`config.mk`:
```
export PLATFORM = sky130hd
export DESIGN_NAME = sx_demux
export DESIGN_NICKNAME = d
export VERILOG_FILES = /design/src/rtl/sx_demux.sv
export SDC_FILE = /design/constraint.sdc
export NUM_CORES = 1
export LEC_CHECK = 0
export CORE_MARGIN = 5
export CORE_UTILIZATION = 41
export CTS_CLUSTER_SIZE = 10
export DETAILED_ROUTE_END_ITERATION = 8
export GPL_ROUTABILITY_DRIVEN = 0
export PLACE_DENSITY = 0.75
export SLEW_MARGIN = 20
export SYNTH_ARGS = -nofsm -noshare
export SYNTH_HDL_FRONTEND = slang
export SYNTH_SLANG_ARGS = --single-unit
```
`constraint.sdc`:
```
create_clock -name clk -period 1.7 [get_ports clk]
set_input_delay 0.17 -clock clk [delete_from_list [all_inputs] [get_ports clk]]
set_output_delay 0.17 -clock clk [all_outputs]
set_load 0.01 [all_outputs]
```
`src/rtl/sx_demux.sv`:
```
// Per-ingress AXI-Stream packet router: steers whole packets to one of M_DATA_COUNT outputs
// through a 2-entry skid buffer. Define SX_DEMUX_DROP_CNT_EN to add the drop_cnt_o counter.
module sx_demux #(
  parameter int unsigned DATA_WIDTH   = 8,
  parameter int unsigned M_DATA_COUNT = 2,
  localparam int unsigned DEST_WIDTH  = (M_DATA_COUNT > 1) ? $clog2(M_DATA_COUNT) : 1,
  localparam int unsigned KEEP_WIDTH  = DATA_WIDTH / 8
) (
  input  logic                                     clk,
  input  logic                                     reset,
  input  logic [DATA_WIDTH-1:0]                    s_axis_data_i,
  input  logic [KEEP_WIDTH-1:0]                    s_axis_keep_i,
  input  logic                                     s_axis_last_i,
  input  logic [DEST_WIDTH-1:0]                    s_axis_dest_i,
  input  logic                                     s_axis_valid_i,
  output logic                                     s_axis_ready_o,
  output logic [M_DATA_COUNT-1:0][DATA_WIDTH-1:0]  m_axis_data_o,
  output logic [M_DATA_COUNT-1:0][KEEP_WIDTH-1:0]  m_axis_keep_o,
  output logic [M_DATA_COUNT-1:0]                  m_axis_last_o,
  output logic [M_DATA_COUNT-1:0]                  m_axis_valid_o,
  input  logic [M_DATA_COUNT-1:0]                  m_axis_ready_i
`ifdef SX_DEMUX_DROP_CNT_EN
  ,
  output logic [15:0]                              drop_cnt_o
`endif
);

  typedef enum logic [1:0] {SmFirst, SmRoute, SmDrop} state_e;

  localparam logic [DEST_WIDTH:0] MCount = (DEST_WIDTH + 1)'(M_DATA_COUNT);

  state_e                state_q, state_d;
  logic [DEST_WIDTH-1:0] dest_q;
  logic                  head_valid_q, skid_valid_q;
  logic [DATA_WIDTH-1:0] head_data_q, skid_data_q;
  logic [KEEP_WIDTH-1:0] head_keep_q, skid_keep_q;
  logic                  head_last_q, skid_last_q;
  logic [DEST_WIDTH-1:0] head_tag_q, skid_tag_q;

  logic [DEST_WIDTH-1:0] in_dest, push_tag;
  logic                  in_oor, in_xfer, push, pop;

  // A single output has nowhere else to go, so its tag is forced to 0.
  assign in_dest = (M_DATA_COUNT == 1) ? '0 : s_axis_dest_i;
  assign in_oor  = ({1'b0, in_dest} >= MCount);

  // Discarded beats never touch the buffer, so they are accepted even when it is full.
  assign s_axis_ready_o = ~reset & ((state_q == SmDrop) | ~skid_valid_q |
                                    ((state_q == SmFirst) & in_oor));
  assign in_xfer  = s_axis_valid_i & s_axis_ready_o;
  assign push     = in_xfer & ((state_q == SmRoute) | ((state_q == SmFirst) & ~in_oor));
  assign push_tag = (state_q == SmFirst) ? in_dest : dest_q;

  always_comb begin
    for (int p = 0; p < int'(M_DATA_COUNT); p++) begin
      m_axis_data_o[p]  = head_data_q;
      m_axis_keep_o[p]  = head_keep_q;
      m_axis_last_o[p]  = head_last_q;
      m_axis_valid_o[p] = ~reset & head_valid_q & (head_tag_q == DEST_WIDTH'(p));
    end
  end

  assign pop = |(m_axis_valid_o & m_axis_ready_i);

  always_comb begin
    state_d = state_q;
    case (state_q)
      SmFirst: if (in_xfer && !s_axis_last_i) state_d = in_oor ? SmDrop : SmRoute;
      SmRoute, SmDrop: if (in_xfer && s_axis_last_i) state_d = SmFirst;
      default: state_d = SmFirst;
    endcase
  end

  always_ff @(posedge clk) begin
    if (reset) begin
      state_q <= SmFirst;
      dest_q  <= '0;
    end else begin
      state_q <= state_d;
      if (push && state_q == SmFirst) dest_q <= in_dest;
    end
  end

  always_ff @(posedge clk) begin
    if (reset) begin
      head_valid_q <= 1'b0;
      head_data_q  <= '0;
      head_keep_q  <= '0;
      head_last_q  <= 1'b0;
      head_tag_q   <= '0;
      skid_valid_q <= 1'b0;
      skid_data_q  <= '0;
      skid_keep_q  <= '0;
      skid_last_q  <= 1'b0;
      skid_tag_q   <= '0;
    end else if (pop) begin
      if (skid_valid_q) begin
        head_data_q  <= skid_data_q;
        head_keep_q  <= skid_keep_q;
        head_last_q  <= skid_last_q;
        head_tag_q   <= skid_tag_q;
        skid_valid_q <= 1'b0;
      end else if (push) begin
        head_data_q <= s_axis_data_i;
        head_keep_q <= s_axis_keep_i;
        head_last_q <= s_axis_last_i;
        head_tag_q  <= push_tag;
      end else begin
        head_valid_q <= 1'b0;
      end
    end else if (push) begin
      if (!head_valid_q) begin
        head_valid_q <= 1'b1;
        head_data_q  <= s_axis_data_i;
        head_keep_q  <= s_axis_keep_i;
        head_last_q  <= s_axis_last_i;
        head_tag_q   <= push_tag;
      end else begin
        skid_valid_q <= 1'b1;
        skid_data_q  <= s_axis_data_i;
        skid_keep_q  <= s_axis_keep_i;
        skid_last_q  <= s_axis_last_i;
        skid_tag_q   <= push_tag;
      end
    end
  end

`ifdef SX_DEMUX_DROP_CNT_EN
  logic [15:0] drop_cnt_q;

  always_ff @(posedge clk) begin
    if (reset) begin
      drop_cnt_q <= '0;
    end else if (in_xfer && state_q == SmFirst && in_oor && drop_cnt_q != 16'hFFFF) begin
      drop_cnt_q <= drop_cnt_q + 16'd1;
    end
  end

  assign drop_cnt_o = drop_cnt_q;
`endif

endmodule

```
==> run_results.csv <==
group,metric,value,unit
status,status,"complete, but fails checks",
status,violations,"negative setup slack",
critical_path,r2r-end,"head_tag_q$_SDFFE_PP0P_",
critical_path,ff2ff_path_depth,7,
min_path,hold-path-cell-count,4,
clocking,tritoncts,"built",
timing,tightest_slew,0.382,ns
placed_design,placed_area,0.00170,mm²
placed_design,io_buffers,38,
timing,min_period,1.80,ns
critical_path,reg2reg_from,"skid_valid_q$_SDFFE_PP0P_",
detailed_routing,postRouteAntennaNets,0,
yosys,synth-seq-cells,26,
clocking,htreeDepth,1,
global_routing,grt_pass1_vias,1141,
yosys,synth.most_common_cell,"dfxtp_1",
yosys,yosysSeqAreaShare,0.418,
global_routing,grt_max_degree,21,
clocking,cts_buffer_depth,2,
yosys,syn_nets,147,
detailed_routing,wl_per_cell,14.4,µm
detailed_routing,drt_iter0_drc,30,
layout,antenna_cells,0,
layout,syn_to_final_growth,41.1,%
die,rows,20,
yosys,yosys.area.top_type,"dfxtp_1",
clocking,cts_buffers,3,
die,start_util,0.418,
timing,final.period_utilization,1.06,
timing,layout_setup_ws,-0.103,ns
detailed_routing,vias_per_cell,5.24,
min_path,worstHoldStart,"s_axis_valid_i",
critical_path,worstSetupPathType,"reg -> reg",
yosys,synth_flop_cell,"dfxtp_1",
power,powerDensity,665,mW/mm²
yosys,synth_top_area_share,0.418,
clocking,cts-root-buf,"clkbuf_4",
yosys,syn_area,0.00125,mm²
critical_path,crit_fanout,11,
critical_path,endpoint_kind,"flip-flop",
die,core_area,0.00298,mm²
job,maxCapViolCount,0,
placed_design,dp_hpwl,2090,µm
min_path,hold_path_class,"in -> reg",
clocking,clk_pin_slew,0.13,ns
timing,hold_violations,0,
timing,final-setup-viol-count,11,
yosys,async_flop_share,0,
detailed_routing,vias,1063,
die,ioPinCount,39,
layout,fin_area,0.00176,mm²
detailed_routing,drc,0,
yosys,postSynthAreaPerCell,9.59,µm²
global_routing,antenna_found_initial,0,
detailed_routing,first_pass_iters,4,
timing,drv_slew,0,
global_routing,grt_first_pass_wirelength,5050,µm
yosys,synth_common_cells,"26 x dfxtp_1, 22 x mux2i_1, 13 x a21oi_1, 13 x buf_4, 13 x nor2_1",
clocking,clk_latency,0.31,ns
detailed_routing,routed_wl,2930,µm
critical_path,regToRegSetupSlack,-0.10,ns
die,dieHeight,65.1,µm
layout,post_route_cells_drive_above_1_share,0.171,
layout,biggestRegsByFlops,"head_data_q: 8 flops, skid_data_q: 8 flops",
power,ir_drop,0.380,mV
global_routing,grt_use_total,0.146,
timing,relSlewSlack,0.745,
yosys,synth_edf_count,0,
layout,fill_cells,265,
global_routing,grt_overflow,0,
min_path,min_to,"skid_valid_q$_SDFFE_PP0P_",
clocking,numClockSinks,26,
yosys,synth.lib_cells_used.distinct,31,
timing,grt_setup_unrepaired,"true",
critical_path,cp.required,1.91,ns
layout,final_nets,189,
critical_path,worstPathArrival,2.01,ns
yosys,ys_warn_count,0,
yosys,synth_area_leaders,"dfxtp_1 42%, mux2i_1 18%, buf_4 7.8%, a21oi_1 5.2%, nor2_1 3.9%",
timing,finalClockSkew,0.00182,ns
yosys,synth_cells,130,
timing,tns,-0.892,ns
power,p_leak,0.818,nW
critical_path,critPathLaunchType,"flip-flop",
die,fp.dieArea,0.00424,mm²
die,die_w,65.1,µm
timing,fmax,555,MHz
power by group:
part           leakage [nW]  internal [mW]  total, mW  switching [mW]
clock network        0.0138         0.0828      0.252           0.169
registers             0.211          0.634      0.651          0.0166
logic                 0.593          0.155      0.267           0.112
layout by cell type, fill, tap and decap left out, types with 2 or more instances in the layout:
| cell type | instances |
|---|---|
| inv_1 | 2 |
| buf_12 | 3 |
| dfxtp_1 | 26 |
| nand2_1 | 3 |
| buf_4 | 13 |
| mux2i_1 | 22 |
| a21oi_1 | 13 |
| o21ai_0 | 4 |
| dlygate4sd2_1 | 4 |
| clkbuf_4 | 3 |
| o21ai_1 | 9 |
| nor2_1 | 13 |
| clkdlybuf4s50_1 | 34 |
logic make-up (layout without fill, tap and decap cells):
group | after synthesis | in the layout | synth area share
flops | 26 | 26 | 0.418
buf+inv | 21 | 61 | 0.111
fa+ha+maj | 1 | 1 | 0.0100
simple gates | 26 | 26 | 0.105
mux | 24 | 24 | 0.197
compound gates | 32 | 32 | 0.159
per-layer routing:
layer,track usage,part of all wire
met5,0,0
met3,0.0308,0.050
met4,0.0233,0.0058
met1,0.185,0.44
met2,0.259,0.50
layout make-up:
type                    count  area (µm²)  area share
repair buffers             56         572       0.325
well taps                  33        41.3      0.0235
multi-input cells          83         594       0.338
flip-flops and latches     26         520       0.296
clock buffers               3        22.5      0.0128
inverters                   2        7.51     0.00427
what timing repair did:
action,in CTS,in global routing
gates resized for setup,7,1
endpoints found under the hold margin,0,0
hold buffers,0,0
gates cloned,1,0
buffers inserted,1,0
setup endpoints to repair,14,12
pin swaps,0,0
worst max-delay path, stage by stage, from the launching register on:
cell      delay (ns)
dfxtp_1         0.34
or3b_4          0.37
ha_2            0.19
a21o_1          0.18
a221oi_4        0.26
buf_6           0.16
buf_16          0.12
o21ai_1         0.08
worst max path at each step:
stage                              startpoint                          end  slack (ns)  cells past startpoint
finish              skid_valid_q$_SDFFE_PP0P_      head_tag_q$_SDFFE_PP0P_       -0.10                      7
global placement               s_axis_valid_i  head_data_q[3]$_SDFFE_PP0P_       -0.37                      8
detailed placement             s_axis_valid_i  head_data_q[3]$_SDFFE_PP0P_       -0.45                      8
CTS                 skid_valid_q$_SDFFE_PP0P_      head_tag_q$_SDFFE_PP0P_       -0.12                      7
floorplan                               reset  head_data_q[0]$_SDFFE_PP0P_       0.003                      8
global route        skid_valid_q$_SDFFE_PP0P_  head_data_q[4]$_SDFFE_PP0P_       -0.19                      7
stage by stage:
stage	utilization	setup WS, ns	hold slack, ns	cells	power [mW]
6_report	0.590	-0.103	0.463	203	1.17
3_3_place_gp	0.570	-0.374	0.471	198	0.915
2_1_floorplan	-	0.00342	0.314	130	0.795
5_1_grt	0.590	-0.187	0.469	203	1.23
4_1_cts	0.589	-0.118	0.457	203	1.18
3_5_place_dp	0.570	-0.447	0.478	198	0.923
Power figures use the tool's default switching activity.
